<file path="src/rtl/audio_pkg.sv">
// audio_pkg: shared audio-path types and constants for the I2S blocks.
//   AUDIO_SAMPLE_WIDTH / AUDIO_SLOT_WIDTH : default sample and slot sizes
//   sample_t / stereo_t                   : one channel sample / L+R pair
//   lr_for_bit()                          : word-select level for bit index b
package audio_pkg;

  localparam int AUDIO_SAMPLE_WIDTH = 24;
  localparam int AUDIO_SLOT_WIDTH   = 32;

  typedef logic signed [AUDIO_SAMPLE_WIDTH-1:0] sample_t;

  typedef struct packed {
    sample_t left;
    sample_t right;
  } stereo_t;

  // LRCLK is high for b in [slot-1, 2*slot-2]. It leads each slot by one BCLK,
  // which gives the standard I2S one-bit data delay.
  function automatic logic lr_for_bit(input int unsigned b, input int unsigned slot);
    return (b >= slot - 1) && (b <= 2 * slot - 2);
  endfunction

endpackage

</file>
<file path="src/rtl/i2s_tx_if.sv">
// i2s_tx_if: sample-pair handshake between the effect datapath and i2s_tx.
//   in_left/in_right : sample pair (two's complement)
//   in_valid         : pair valid (source drives)
//   in_ready         : sink can take a pair (sink drives)
//   modport master   : datapath side; modport slave : transmitter side
interface i2s_tx_if
  import audio_pkg::*;
#(
  parameter int SAMPLE_WIDTH = AUDIO_SAMPLE_WIDTH
) ();

  logic [SAMPLE_WIDTH-1:0] in_left;
  logic [SAMPLE_WIDTH-1:0] in_right;
  logic                    in_valid;
  logic                    in_ready;

  modport master (output in_left, output in_right, output in_valid, input in_ready);
  modport slave  (input in_left, input in_right, input in_valid, output in_ready);

endinterface

</file>
<file path="src/rtl/i2s_clkgen.sv">
// i2s_clkgen: bit-clock divider for the I2S blocks.
//   clk, reset : system clock, async active-high reset
//   bclk       : registered bit clock, period 2*BCLK_DIV clk
//   fall_stb   : high in the clk cycle whose edge drops bclk
//   rise_stb   : high in the clk cycle whose edge raises bclk
module i2s_clkgen #(
  parameter int BCLK_DIV = 4
) (
  input  logic clk,
  input  logic reset,
  output logic bclk,
  output logic fall_stb,
  output logic rise_stb
);

  localparam int CW = (BCLK_DIV > 2) ? $clog2(BCLK_DIV) : 1;

  logic [CW-1:0] cnt_q, cnt_d;
  logic          bclk_q, bclk_d;
  logic          tc;

  assign tc = (cnt_q == CW'(BCLK_DIV - 1));

  always_comb begin
    cnt_d  = cnt_q + CW'(1);
    bclk_d = bclk_q;
    if (tc) begin
      cnt_d  = '0;
      bclk_d = ~bclk_q;
    end
  end

  always_ff @(posedge clk or posedge reset) begin
    if (reset) begin
      cnt_q  <= '0;
      bclk_q <= 1'b0;
    end else begin
      cnt_q  <= cnt_d;
      bclk_q <= bclk_d;
    end
  end

  assign bclk     = bclk_q;
  assign fall_stb = tc &  bclk_q;
  assign rise_stb = tc & ~bclk_q;

endmodule

</file>
<file path="src/rtl/i2s_tx.sv">
// i2s_tx: stereo I2S master transmitter (DAC side).
//   clk, reset : system clock, async active-high reset
//   in_if      : slave side of the sample-pair handshake (one-pair holding buffer)
//   bclk       : bit clock, 2*BCLK_DIV clk period
//   lrclk      : word select, 0 = left, 1 = right
//   sdata      : serial data, MSB first, changes with bclk falling edge
//   underrun   : one-clk pulse when a frame starts with no buffered pair
// Build option: define I2S_TX_HOLD_EN to repeat the last transmitted pair on
// underrun; otherwise an underrun frame carries zeros.
module i2s_tx
  import audio_pkg::*;
#(
  parameter int SAMPLE_WIDTH = AUDIO_SAMPLE_WIDTH,
  parameter int SLOT_WIDTH   = AUDIO_SLOT_WIDTH,
  parameter int BCLK_DIV     = 4
) (
  input  logic    clk,
  input  logic    reset,
  i2s_tx_if.slave in_if,
  output logic    bclk,
  output logic    lrclk,
  output logic    sdata,
  output logic    underrun
);

  localparam int FW   = 2 * SLOT_WIDTH;
  localparam int BW   = $clog2(FW);
  localparam int LAST = FW - 1;

  logic fall_stb, rise_stb;

  i2s_clkgen #(.BCLK_DIV(BCLK_DIV)) u_clkgen (
    .clk      (clk),
    .reset    (reset),
    .bclk     (bclk),
    .fall_stb (fall_stb),
    .rise_stb (rise_stb)
  );

  logic [BW-1:0]           b_q, b_d, b_next;
  logic [FW-1:0]           sr_q, sr_d, load;
  logic                    sdata_q, sdata_d;
  logic                    lrclk_q, lrclk_d;
  logic                    underrun_q, underrun_d;
  logic                    buf_full_q, buf_full_d;
  logic                    in_ready_q, in_ready_d;
  logic [SAMPLE_WIDTH-1:0] buf_l_q, buf_l_d, buf_r_q, buf_r_d;
  logic [SAMPLE_WIDTH-1:0] fb_l, fb_r;
  logic                    frame_start, accept;
`ifdef I2S_TX_HOLD_EN
  logic [SAMPLE_WIDTH-1:0] last_l_q, last_l_d, last_r_q, last_r_d;
`endif

  // Frame image, MSB first: left slot then right slot, each sample left-justified.
  function automatic logic [FW-1:0] frame_of(input logic [SAMPLE_WIDTH-1:0] l,
                                             input logic [SAMPLE_WIDTH-1:0] r);
    logic [FW-1:0] f;
    f = '0;
    f[FW-1 -: SAMPLE_WIDTH]         = l;
    f[SLOT_WIDTH-1 -: SAMPLE_WIDTH] = r;
    return f;
  endfunction

  assign b_next      = (b_q == BW'(LAST)) ? '0 : b_q + BW'(1);
  assign frame_start = fall_stb && (b_q == BW'(LAST));
  assign accept      = in_if.in_valid && in_ready_q;

`ifdef I2S_TX_HOLD_EN
  assign fb_l = last_l_q;
  assign fb_r = last_r_q;
`else
  assign fb_l = '0;
  assign fb_r = '0;
`endif

  always_comb begin
    b_d        = b_q;
    sr_d       = sr_q;
    sdata_d    = sdata_q;
    lrclk_d    = lrclk_q;
    underrun_d = 1'b0;
    buf_full_d = buf_full_q;
    buf_l_d    = buf_l_q;
    buf_r_d    = buf_r_q;
    load       = '0;
`ifdef I2S_TX_HOLD_EN
    last_l_d   = last_l_q;
    last_r_d   = last_r_q;
`endif

    if (fall_stb) begin
      b_d     = b_next;
      lrclk_d = lr_for_bit(32'(b_next), SLOT_WIDTH);
      if (frame_start) begin
        if (buf_full_q) begin
          load       = frame_of(buf_l_q, buf_r_q);
          buf_full_d = 1'b0;
`ifdef I2S_TX_HOLD_EN
          last_l_d   = buf_l_q;
          last_r_d   = buf_r_q;
`endif
        end else begin
          load       = frame_of(fb_l, fb_r);
          underrun_d = 1'b1;
        end
        // The MSB goes out on the frame-start edge itself, the rest shifts later.
        sdata_d = load[FW-1];
        sr_d    = {load[FW-2:0], 1'b0};
      end else begin
        sdata_d = sr_q[FW-1];
        sr_d    = {sr_q[FW-2:0], 1'b0};
      end
    end

    // in_ready is low whenever the buffer is full, so an accept on a
    // frame-start clk only happens on the underrun path; the pair waits
    // in the buffer for the next frame.
    if (accept) begin
      buf_full_d = 1'b1;
      buf_l_d    = in_if.in_left;
      buf_r_d    = in_if.in_right;
    end

    in_ready_d = ~buf_full_d;
  end

  always_ff @(posedge clk or posedge reset) begin
    if (reset) begin
      b_q        <= BW'(LAST);
      sr_q       <= '0;
      sdata_q    <= 1'b0;
      lrclk_q    <= 1'b0;
      underrun_q <= 1'b0;
      buf_full_q <= 1'b0;
      in_ready_q <= 1'b0;
      buf_l_q    <= '0;
      buf_r_q    <= '0;
`ifdef I2S_TX_HOLD_EN
      last_l_q   <= '0;
      last_r_q   <= '0;
`endif
    end else begin
      b_q        <= b_d;
      sr_q       <= sr_d;
      sdata_q    <= sdata_d;
      lrclk_q    <= lrclk_d;
      underrun_q <= underrun_d;
      buf_full_q <= buf_full_d;
      in_ready_q <= in_ready_d;
      buf_l_q    <= buf_l_d;
      buf_r_q    <= buf_r_d;
`ifdef I2S_TX_HOLD_EN
      last_l_q   <= last_l_d;
      last_r_q   <= last_r_d;
`endif
    end
  end

  assign sdata          = sdata_q;
  assign lrclk          = lrclk_q;
  assign underrun       = underrun_q;
  assign in_if.in_ready = in_ready_q;

  // The divider can never raise and drop bclk in the same cycle.
  strobe_excl: assert property (@(posedge clk) disable iff (reset) !(fall_stb && rise_stb));

endmodule

</file>
<file path="src/flat_wrapper.sv">
// flat-port wrapper written by rule: the top's interface ports become plain ports
module i2s_tx_flat import audio_pkg::*;
#(
  parameter int SAMPLE_WIDTH = AUDIO_SAMPLE_WIDTH,
  parameter int SLOT_WIDTH   = AUDIO_SLOT_WIDTH,
  parameter int BCLK_DIV     = 4
)
  (clk, reset, bclk, lrclk, sdata, underrun, in_if_in_left, in_if_in_right, in_if_in_valid, in_if_in_ready);
  i2s_tx_if #(.SAMPLE_WIDTH(SAMPLE_WIDTH)) in_if_i ();
  input  logic clk;
  input  logic reset;
  output logic bclk;
  output logic lrclk;
  output logic sdata;
  output logic underrun;
  input wire logic [$bits(in_if_i.in_left)-1:0] in_if_in_left;
  input wire logic [$bits(in_if_i.in_right)-1:0] in_if_in_right;
  input wire logic [$bits(in_if_i.in_valid)-1:0] in_if_in_valid;
  output wire logic [$bits(in_if_i.in_ready)-1:0] in_if_in_ready;
  assign in_if_i.in_left = in_if_in_left;
  assign in_if_i.in_right = in_if_in_right;
  assign in_if_i.in_valid = in_if_in_valid;
  assign in_if_in_ready = in_if_i.in_ready;
  i2s_tx #(.SAMPLE_WIDTH(SAMPLE_WIDTH), .SLOT_WIDTH(SLOT_WIDTH), .BCLK_DIV(BCLK_DIV)) u_core (.clk(clk), .reset(reset), .in_if(in_if_i), .bclk(bclk), .lrclk(lrclk), .sdata(sdata), .underrun(underrun));
endmodule
</file>
<file path="config.mk">
export PLATFORM = sky130hd
export DESIGN_NAME = i2s_tx_flat
export DESIGN_NICKNAME = d
export VERILOG_FILES = /design/src/rtl/audio_pkg.sv /design/src/rtl/i2s_tx_if.sv /design/src/rtl/i2s_clkgen.sv /design/src/rtl/i2s_tx.sv /design/src/flat_wrapper.sv
export SDC_FILE = /design/constraint.sdc
export NUM_CORES = 1
export LEC_CHECK = 0
export ABC_AREA = 1
export BUFFER_PORTS_ARGS = -buffer_cell sky130_fd_sc_hd__buf_4
export CAP_MARGIN = 10
export CORE_AREA = 2 2 132 70
export DETAILED_ROUTE_END_ITERATION = 6
export DIE_AREA = 0 0 134 72
export GPL_TIMING_DRIVEN = 0
export PLACE_DENSITY = 0.8
export SYNTH_ARGS = -nofsm -noshare
export SYNTH_HDL_FRONTEND = slang
export SYNTH_HIERARCHICAL = 1
export SYNTH_SLANG_ARGS = --single-unit
</file>
<file path="constraint.sdc">
create_clock -name clk -period 5.9 [get_ports clk]
set_clock_uncertainty 0.15 [all_clocks]
set_input_delay 0.59 -clock clk [delete_from_list [all_inputs] [get_ports clk]]
set_output_delay 0.59 -clock clk [all_outputs]
set_load 0.02 [all_outputs]
</file>
After elaboration in Yosys (flattened, before gate mapping)
Index checks and enable logic that the tools add are counted.

$lt $le $gt $ge: 2. Reduce and logical (&&, ||, !) cells: 3. Muxes and demuxes: 11. Equal/unequal tests: 2. Add/subtract/negate cells: 2. Bitwise operators: 3.

Operator list (number): two-way mux 64 bit (2); two-way mux 1 bit (7); adder 6 x 1 -> 6 bit (second input constant) (1); equality test 6 bit (second input constant) (1); greater-or-equal comparator 6 x 5 -> 1 bit (second input constant) (1); <= comparator 6 bit (second input constant) (1); two-way mux 6 bit (1); logical AND 1 bit (3); adder 2 x 1 -> 2 bit (second input constant) (1); equality test 2 bit (second input constant) (1); two-way mux 2 bit (1); inverter 1 bit (2); AND 1 bit (1).

Register bits after elaboration: 126. Input port bits: 51.

Logic depth before layout (Yosys ltp)
Gate-level depths: netlist of the first run.

Depth in word-level cells: 7. Mapped depth: 11. Gate-level depth less buffers: 10.

By module
Netlist of the first run, hierarchy kept.

By module, submodules not included: i2s_tx (times used 1, sequential area each 2860.2 um2, cells each 625, area each 5048.6 um2); i2s_clkgen (times used 1, sequential area each 75.1 um2, cells each 14, area each 125.1 um2).

Worst setup path before layout of the first run
No wires, ideal clock.

Kind: flip-flop to flip-flop. Start point: register u_core.b_q[0]. End point: register u_core.sr_q[45]. Arrival time: 1.556 ns. Path slack: 4.075 ns. Path buffers: 2. Clock period less this slack: 1.825 ns. Data required time: 5.630 ns. Library setup time: 0.120 ns. Cell stages (with the launch flop): 11. Path through: dfstp_2 ha_1 nand2_2 nor2_4 nand2_4 buf_6 buf_6 a21oi_1 nand2_1 o21ai_0 inv_1.

Word-level cells in the longest chain between the ends: 3.

RTL lines: from (decl) (RTL line i2s_tx.sv:40) `logic [BW-1:0] b_q, b_d, b_next;`; from (signal assigned) (RTL line i2s_tx.sv:129) `b_q <= BW'(LAST);`; equality test 6 bit (RTL line i2s_tx.sv:65) `assign frame_start = fall_stb && (b_q == BW'(LAST));`; logical AND 1 bit (RTL line i2s_tx.sv:65); two-way mux 64 bit (RTL line i2s_tx.sv:94) `if (frame_start) begin`; to (signal assigned) (RTL line i2s_tx.sv:144) `sr_q <= sr_d;`; to (decl) (RTL line i2s_tx.sv:41) `logic [FW-1:0] sr_q, sr_d, load;`.

Every way passes these cells. A chain may end at the register's enable or synchronous reset.

Worst setup path after layout of the first run
Start point: register u_core.b_q[0]. End point: register u_core.sr_q[22].

Same word-level chain as after synthesis.

==> results.yml, run 1 <==
run_status:
  status: "completed"
global_routing:
  grt.total_usage_pct: 27.5
  grt_pass1_vias: 4359
  grt_max_degree: 77
  grt_pass1_wl_microns: 20400
  grt_remaining_overflow: 0
  antenna_found_initial: 0
clocking:
  cts_tree: "yes"
  clockBufferDepth: 2
  h-tree-depth: 4
  clkSlewWorstSetupHoldPaths_ps: 60
  cts-root-buf: "clkbuf_16"
  clock_sinks: 117
  clk_latency_ps: 410
  numCtsBuffers: 17
  cts_setup_buffers: 0
timing:
  worst_pin_slew_ps: 620
  rsz0062_at_grt: "false"
  max_freq_mhz: 465
  relSlewSlack_pct: 58.7
  hold_viol: 0
  fin_crit_sh_pct: 36.5
  drv_slew: 0
  worst_slack_ps: 3750
  fin_crit_ps: 2150
  tns_ps: 0
  setup_viol: 0
  worst_hold_slack_ps: 222
place:
  pre_cts_ws_ps: 3750
  dp_hpwl_microns: 7880
  io_buffers: 55
  gp_congestion: 0.838
critical_path:
  cp_cell_sequence: "ha_1, nand2_2, nor2_4, nand2_4, clkbuf_1, a21oi_1, nand2_1, o21ai_1, inv_1"
  worst-path-max-fanout: 10
  cp-end-kind: "flip-flop"
  cp.required_ps: 6050
  cpPeakStageDelay_ps: 600
  cp_data_arrival_time_ps: 2300
  crit_type: "reg -> reg"
  worst_path_max_delay_cell: "dfstp_2"
  startpoint_type: "flip-flop"
die:
  die_area_sq_um: 9650
  core-area_sq_um: 8440
  die_h_microns: 72
  top_level_ports: 56
  fp.dieW_microns: 134
  fp-row-count: 24
  initial_core_util_pct: 61.3
layout:
  seqCellArea_sq_um: 2940
  nets: 769
  nFillCells: 600
  area.growth.synth_to_final_pct: 22.7
  multi_input_area_sq_um: 1760
  layout-drive-gt1-share_pct: 15.3
  antenna_cells: 0
power_and_ir_drop:
  pwr-share-seq_pct: 45.9
  power.total_w: 0.00214
  power_frac_clock_pct: 46.4
  switching_share_pct: 24.8
  p_sw_w: 0.000531
  ir_drop_uv: 252
  power.leakage_nw: 3.60
  p_comb_share_pct: 7.7
  p_per_area_nw_per_um2: 338
  power.internal_w: 0.00161
logic_synthesis:
  syn_avg_cell_area_sq_um: 8.10
  yosysWarnings: 6
  synthesis.area_sq_um: 5170
  syn_inst: 638
  synth_fp_nets: 693
route:
  via_count: 4368
  drt-initial-drc-count: 380
  drc: 0
  ant_nets: 0
  wl_per_cell_microns: 14.2
  wl_microns: 12000
  avgViaCountPerCell: 5.18
  firstDrtPassIters: 5
flow_run:
  maxCapViolCount: 0
worst_hold_path:
  min_path_type: "in -> reg"
[power by group through the flow]
stage | sequential (W) | combinational, W | clock (W)
after floorplan | 0.000968 | 0.000108 | 0
after global placement | 0.000991 | 0.000151 | 0
after detailed placement | 0.000991 | 0.000165 | 0
after CTS | 0.000982 | 0.000169 | 0.00100
after global routing | 0.000994 | 0.000195 | 0.00104
final | 0.000984 | 0.000166 | 0.000994
[layout make-up]
cell class	count	area share (%)
Buffer	34	2.82
Clock buffer	18	6.92
Clock inverter	14	2.15
Inverter	78	4.65
Multi-Input combinational cell	409	27.8
Sequential cell	117	46.3
Tap cell	117	2.31
Timing Repair Buffer	57	7.10
[sequential cells by signal, indices dropped and copies added, names as in the netlist]
signal and cells:
u_core/sr_q 55, u_core/buf_r_q 24, u_core/buf_l_q 24, u_core/sdata 1, u_core/u_clkgen/cnt_q 2, u_core/b_q 6
u_core/u_clkgen/bclk 1, u_core/underrun 1, u_core/buf_full_q 1, u_core/in_if.in_ready 1, u_core/lrclk 1
[per-layer routing]
layer  vias up  share of wire, %  wire, microns  track usage [%]
met5         -                 0              0                0
met4         0               1.2            146             12.3
met3        16               6.5            776             6.43
met2       168                46           5460             42.7
met1      2070                47           5600             37.8
li1       2114                 -              -                -
[through the flow]
stage          utilization (%)  cell area (sq um)  instances
4_1_cts                   75.2               6340        844
6_report                  75.2               6340        844
2_1_floorplan                -               5170        638
5_1_grt                   75.2               6340        844
3_3_place_gp              67.9               5730        810
3_5_place_dp              68.3               5760        811
[worst paths after layout]
path	start	to	slack (ps)	cells after the start
min reg2reg	u_core/u_clkgen/cnt_q[0]	u_core/u_clkgen/cnt_q[0]	280	1
max reg2reg	u_core/b_q[0]	u_core/sr_q[22]	3750	9
max	u_core/b_q[0]	u_core/sr_q[22]	3750	9
max in group asynchronous	reset	u_core/b_q[4]	4210	4
min	in_if_in_right[2]	u_core/buf_r_q[2]	220	3
min in group asynchronous	reset	u_core/u_clkgen/bclk	490	3
[timing repair]
action | in CTS | in global routing
resized for setup | 0 | 0
hold endpoints to repair | 3 | 0
hold buffers | 1 | 0
[layout by cell type (no fill, tap or decap), drive strengths merged]
cell,instances
nand3,7
clkinvlp,5
nand2,269
nor3,4
nand4,1
o31ai,1
dfrtp,111
nor2,11
xnor2,1
bufinv,2
buf,73
a21oi,52
clkinv,7
and3,1
ha,4
dlygate4sd3,1
dfstp,6
o21ai,57
a22oi,1
inv,78
clkbuf,35
[critical path: cells and delay by family, from the launching register on]
kind,cells,cell delay [ps]
AO/OA/AOI/OAI,2,320
AND/OR/NAND/NOR,4,400
adder cells (fa/ha/maj),1,250
flip-flops,1,600
buffers and inverters,2,290
Power figures use the tool's default switching activity.
==> inputs of run 2 (changes only) <==
--- a/config.mk
+++ b/config.mk
@@ -8,11 +8,11 @@
 export ABC_AREA = 1
 export BUFFER_PORTS_ARGS = -buffer_cell sky130_fd_sc_hd__buf_4
 export CAP_MARGIN = 10
-export CORE_AREA = 2 2 132 70
+export CORE_AREA = 2 2 137 72
 export DETAILED_ROUTE_END_ITERATION = 6
-export DIE_AREA = 0 0 134 72
+export DIE_AREA = 0 0 139 74
 export GPL_TIMING_DRIVEN = 0
-export PLACE_DENSITY = 0.8
+export PLACE_DENSITY = 0.75
 export SYNTH_ARGS = -nofsm -noshare
 export SYNTH_HDL_FRONTEND = slang
 export SYNTH_HIERARCHICAL = 1
==> constraint.sdc (replaced) <==
create_clock -name clk -period 2.1 [get_ports clk]
set_clock_uncertainty 0.15 [all_clocks]
set_input_delay 0.21 -clock clk [delete_from_list [all_inputs] [get_ports clk]]
set_output_delay 0.21 -clock clk [all_outputs]
set_load 0.02 [all_outputs]
==> results.yml, run 2 (synthesis results as in run 1) <==
layout:
  final_cell_mix: "nand2_1, dfrtp_1, inv_1"
  final_common_cell: "nand2_1"
  reg_top3: "u_core/sr_q (55), u_core/buf_l_q (24), u_core/buf_r_q (24)"
  nets: 825
  largest_register: "u_core/sr_q"
  fin_area_sq_um: 7040
  largest_reg_flops: 55
  antenna_cells: 0
  layout-drive-gt1-share_pct: 16.3
  fin_cells: 904
  area.growth.synth_to_final_pct: 36.1
die:
  fp.dieW_microns: 139
  initial_core_util_pct: 56.6
  die_h_microns: 74
  core-area_sq_um: 9130
  top_level_ports: 56
  fp-row-count: 25
  die_area_sq_um: 10300
timing:
  hold_viol: 0
  relSlewSlack_pct: 62.3
  rsz0062_at_grt: "true"
  fin_crit_sh_pct: 95.6
  worst_pin_slew_ps: 566
  drv_slew: 0
  setup_viol: 0
  fin_crit_ps: 2010
  max_freq_mhz: 498
  worst_hold_slack_ps: 93.0
route:
  wl_per_cell_microns: 14.6
  via_count: 4630
  firstDrtPassIters: 5
  ant_nets: 0
  wl_microns: 13200
  drc: 0
  avgViaCountPerCell: 5.12
  drt-initial-drc-count: 472
global_routing:
  antenna_found_initial: 0
  grt_pass1_wl_microns: 21200
  grt.total_usage_pct: 26.8
  grt_pass1_vias: 4375
  grt_remaining_overflow: 0
  grt_max_degree: 34
critical_path:
  cp-end-kind: "flip-flop"
  cpPeakStageDelay_ps: 620
  path_buf_inv: 3
  rrSetupSlack_ps: 90
  crit_type: "reg -> reg"
  startpoint_type: "flip-flop"
  path_delay_family: "flip-flops"
  r2r-end: "u_core/sr_q[12]"
  worst-path-max-fanout: 9
  cp.required_ps: 2300
  cp_data_arrival_time_ps: 2200
  r2r-start: "u_core/b_q[0]"
  r2r_cells: 11
  cp_cell_sequence: "ha_4, nand2_4, nor2_4, nand2_4, nor2_4, buf_8, buf_8, nand2_1, nand2_1, o21ai_1, inv_1"
  worst_path_max_delay_cell: "dfstp_2"
clocking:
  clock_sinks: 117
  h-tree-depth: 4
  clockBufferDepth: 2
  clkSlewWorstSetupHoldPaths_ps: 50
  cts-root-buf: "clkbuf_16"
  cts_tree: "yes"
  clk_latency_ps: 410
  numCtsBuffers: 17
run_status:
  status: "completed"
power_and_ir_drop:
  power.leakage_nw: 3.92
  power_frac_clock_pct: 47.6
  pwr-share-seq_pct: 43.6
  switching_share_pct: 23.4
  p_comb_share_pct: 8.8
  ir_drop_uv: 591
  p_per_area_nw_per_um2: 903
  power.internal_w: 0.00487
  p_sw_w: 0.00149
place:
  io_buffers: 55
  gp_congestion: 0.775
  placed_area_sq_um: 5800
  dp_hpwl_microns: 8130
  dp_cells: 817
worst_hold_path:
  min_path_type: "in -> async"
flow_run:
  maxCapViolCount: 0
[run 2: cell count changes in the layout (fill, tap and decap cells not counted), sizes merged]
| cell | previous run | this run |
|---|---|---|
| dlygate4sd3 | 1 | 49 |
| clkinvlp | 5 | 1 |
| inv | 78 | 77 |
| buf | 73 | 77 |
| bufinv | 2 | 4 |
| clkbuf | 35 | 42 |
[run 2: worst max-delay path by stage]
stage	cells after the start	start	endpoint	slack (ps)
finish	11	u_core/b_q[0]	u_core/sr_q[12]	90
detailed placement	9	u_core/b_q[0]	u_core/sr_q[22]	-20
CTS	9	u_core/u_clkgen/cnt_q[0]	u_core/sr_q[34]	6
floorplan	10	u_core/b_q[0]	u_core/sr_q[45]	270
global placement	2	reset	u_core/buf_l_q[20]	-350
global route	11	u_core/b_q[0]	u_core/sr_q[56]	-30
[run 2: power groups by stage]
stage | combinational (W) | sequential, W | clock [W]
4_1_cts | 0.000547 | 0.00276 | 0.00307
3_3_place_gp | 0.000429 | 0.00278 | 0
5_1_grt | 0.000637 | 0.00280 | 0.00315
2_1_floorplan | 0.000304 | 0.00272 | 0
3_5_place_dp | 0.000468 | 0.00278 | 0
6_report | 0.000559 | 0.00277 | 0.00303
[run 2: final cells by class]
type	count	area, sq um
sequential	117	2940
fill	617	2100
multi-input combinational	409	1790
timing repair buffer	113	1040
clock buffer	21	460
inverter	78	297
buffer	34	206
clock inverter	11	155
tap	121	151
[run 2: through the flow]
stage | setup WS, ps | TNS [ps] | utilization (%) | power [W]
detailed placement | -16.9 | -57.8 | 63.5 | 0.00325
floorplan | 275 | 0 | - | 0.00302
global route | -26.3 | -62.6 | 77.0 | 0.00659
global placement | -355 | -37370 | 62.8 | 0.00321
CTS | 5.68 | 0 | 75.7 | 0.00638
finish | 93.2 | 0 | 77.0 | 0.00636
[run 2: metal layers]
layer | up-vias | track usage, % | wire length, microns
li1 | 2226 | - | -
met1 | 2187 | 37.7 | 6230
met2 | 193 | 42.0 | 6010
met3 | 24 | 5.41 | 765
met4 | 0 | 11.6 | 193
met5 | - | 0 | 0
[run 2: worst min-delay path: stages]
cell and delay [ps]:
dlygate4sd3_1 540, buf_4 150, inv_1 100
[run 2: repair_timing]
action / 4_1_cts / 5_1_grt
hold buffers: 49 / 0
hold endpoints to repair: 69 / 0
resized for setup: 5 / 18
cloned: 0 / 2
setup buffers: 0 / 4
endpoints found under the setup margin: 13 / 51
==> inputs of run 3 (changes only) <==
--- a/config.mk
+++ b/config.mk
@@ -12,7 +12,8 @@
 export DETAILED_ROUTE_END_ITERATION = 6
 export DIE_AREA = 0 0 139 74
 export GPL_TIMING_DRIVEN = 0
-export PLACE_DENSITY = 0.75
+export PLACE_DENSITY_LB_ADDON = 0.12
+export REMOVE_ABC_BUFFERS = 1
 export SYNTH_ARGS = -nofsm -noshare
 export SYNTH_HDL_FRONTEND = slang
 export SYNTH_HIERARCHICAL = 1
==> results.yml, run 3 (synthesis results as in run 1) <==
timing:
  rsz0062_at_grt: "true"
  relSlewSlack_pct: 43.0
  tns_ps: 0
  setup_viol: 0
  worst_hold_slack_ps: 32.7
  hold_viol: 0
  fin_crit_sh_pct: 99.9
  worst_pin_slew_ps: 853
  worst_slack_ps: 1.65
  drv_slew: 0
  max_freq_mhz: 477
  fin_crit_ps: 2100
worst_hold_path:
  min_path_type: "in -> reg"
layout:
  largest_register: "u_core/sr_q"
  area.growth.synth_to_final_pct: 37.6
  nets: 806
  antenna_cells: 0
  final_common_cell: "nand2_1"
  largest_reg_flops: 55
  fin_area_sq_um: 7110
  reg_top3: "u_core/sr_q (55), u_core/buf_l_q (24), u_core/buf_r_q (24)"
  final_cell_mix: "nand2_1, dfrtp_1, inv_1"
  nFillCells: 617
  layout-drive-gt1-share_pct: 18.3
  fin_cells: 885
global_routing:
  grt_remaining_overflow: 0
  grt_pass1_wl_microns: 20900
  grt_pass1_vias: 4296
  grt.total_usage_pct: 26.5
  antenna_found_initial: 0
  grt_max_degree: 73
die:
  die_h_microns: 74
  core-area_sq_um: 9130
  top_level_ports: 56
  fp.dieW_microns: 139
  fp-row-count: 25
  die_area_sq_um: 10300
  initial_core_util_pct: 56.6
clocking:
  clock_sinks: 117
  clkSlewWorstSetupHoldPaths_ps: 60
  cts-root-buf: "clkbuf_16"
  h-tree-depth: 4
  clockBufferDepth: 2
  numCtsBuffers: 17
  cts_tree: "yes"
  clk_latency_ps: 410
place:
  gp_congestion: 0.734
  io_buffers: 55
  placed_area_sq_um: 5630
  dp_cells: 783
  dp_hpwl_microns: 6080
  pre_cts_ws_ps: -887
critical_path:
  path_delay_family: "flip-flops"
  worst-path-max-fanout: 14
  startpoint_type: "flip-flop"
  cp_cell_sequence: "ha_4, nand2_2, nor2_4, buf_6, nand2_8, a21oi_1, nand2_1, o21ai_1, inv_1"
  cp.required_ps: 2250
  cp-end-kind: "flip-flop"
  cp_data_arrival_time_ps: 2250
  worst_path_max_delay_cell: "dfstp_2"
  crit_type: "reg -> reg"
  cpPeakStageDelay_ps: 610
  path_buf_inv: 2
route:
  wl_per_cell_microns: 15.5
  firstDrtPassIters: 7
  drt-initial-drc-count: 440
  via_count: 4604
  drc: 2
  ant_nets: 0
  wl_microns: 13700
  avgViaCountPerCell: 5.20
flow_run:
  maxCapViolCount: 0
run_status:
  status: "complete, but fails checks"
  violations: "design-rule violations"
power_and_ir_drop:
  ir_drop_uv: 707
  power.leakage_nw: 3.86
  p_per_area_nw_per_um2: 911
-- run 3: worst register-to-register path: stages (launching register included) --
cell     delay [ps]
dfstp_2         610
ha_4            180
nand2_2          80
nor2_4          180
buf_6           190
nand2_8         130
a21oi_1         230
nand2_1         100
o21ai_1          90
inv_1            50
-- run 3: layout make-up --
type | instances | area, sq um | share of cell area, %
Clock buffer | 17 | 425 | 5.98
Clock inverter | 15 | 231 | 3.25
Inverter | 78 | 312 | 4.38
Multi-Input combinational cell | 415 | 1910 | 26.8
Sequential cell | 117 | 2940 | 41.3
Tap cell | 121 | 151 | 2.13
Timing Repair Buffer | 122 | 1150 | 16.2
-- run 3: worst paths after layout --
kind	startpoint	to	slack [ps]	depth (start not counted)
setup / recovery	u_core/b_q[1]	u_core/sr_q[59]	2	9
hold / removal	in_if_in_valid	u_core/buf_l_q[0]	30	4
setup reg to reg	u_core/b_q[1]	u_core/sr_q[59]	2	9
hold reg to reg	u_core/u_clkgen/cnt_q[0]	u_core/u_clkgen/cnt_q[0]	300	1
max in group asynchronous	reset	u_core/b_q[5]	750	4
min in group asynchronous	reset	u_core/u_clkgen/cnt_q[1]	90	3
-- run 3: layer usage --
metal  share of wire [%]  vias to the layer above  GRT usage (%)
met5                   0                        -              0
met4                 1.5                        0           9.99
met3                 6.9                       19           6.12
met2                  46                      176           42.2
met1                  45                     2199           36.5
li1                    -                     2210              -
-- run 3: stage by stage --
step / util, % / power [W]
2_1_floorplan: - / 0.00302
3_3_place_gp: 60.8 / 0.00318
3_5_place_dp: 61.6 / 0.00322
4_1_cts: 76.2 / 0.00651
5_1_grt: 77.9 / 0.00675
6_report: 77.9 / 0.00648
-- run 3: report_power, final --
part / internal, W / switching [W] / leakage (nW) / total (W)
Combinational: 0.000265 / 0.000281 / 2.03 / 0.000546
Clock: 0.00211 / 0.00108 / 0.301 / 0.00319
Sequential: 0.00256 / 0.000181 / 1.53 / 0.00274
-- run 3: what timing repair did --
item,4_1_cts,5_1_grt
buffers inserted,9,5
resized for setup,12,15
cloned,5,2
setup endpoints to repair,63,53
endpoints found under the hold margin,93,0
pin swaps,6,1
hold buffers,49,0
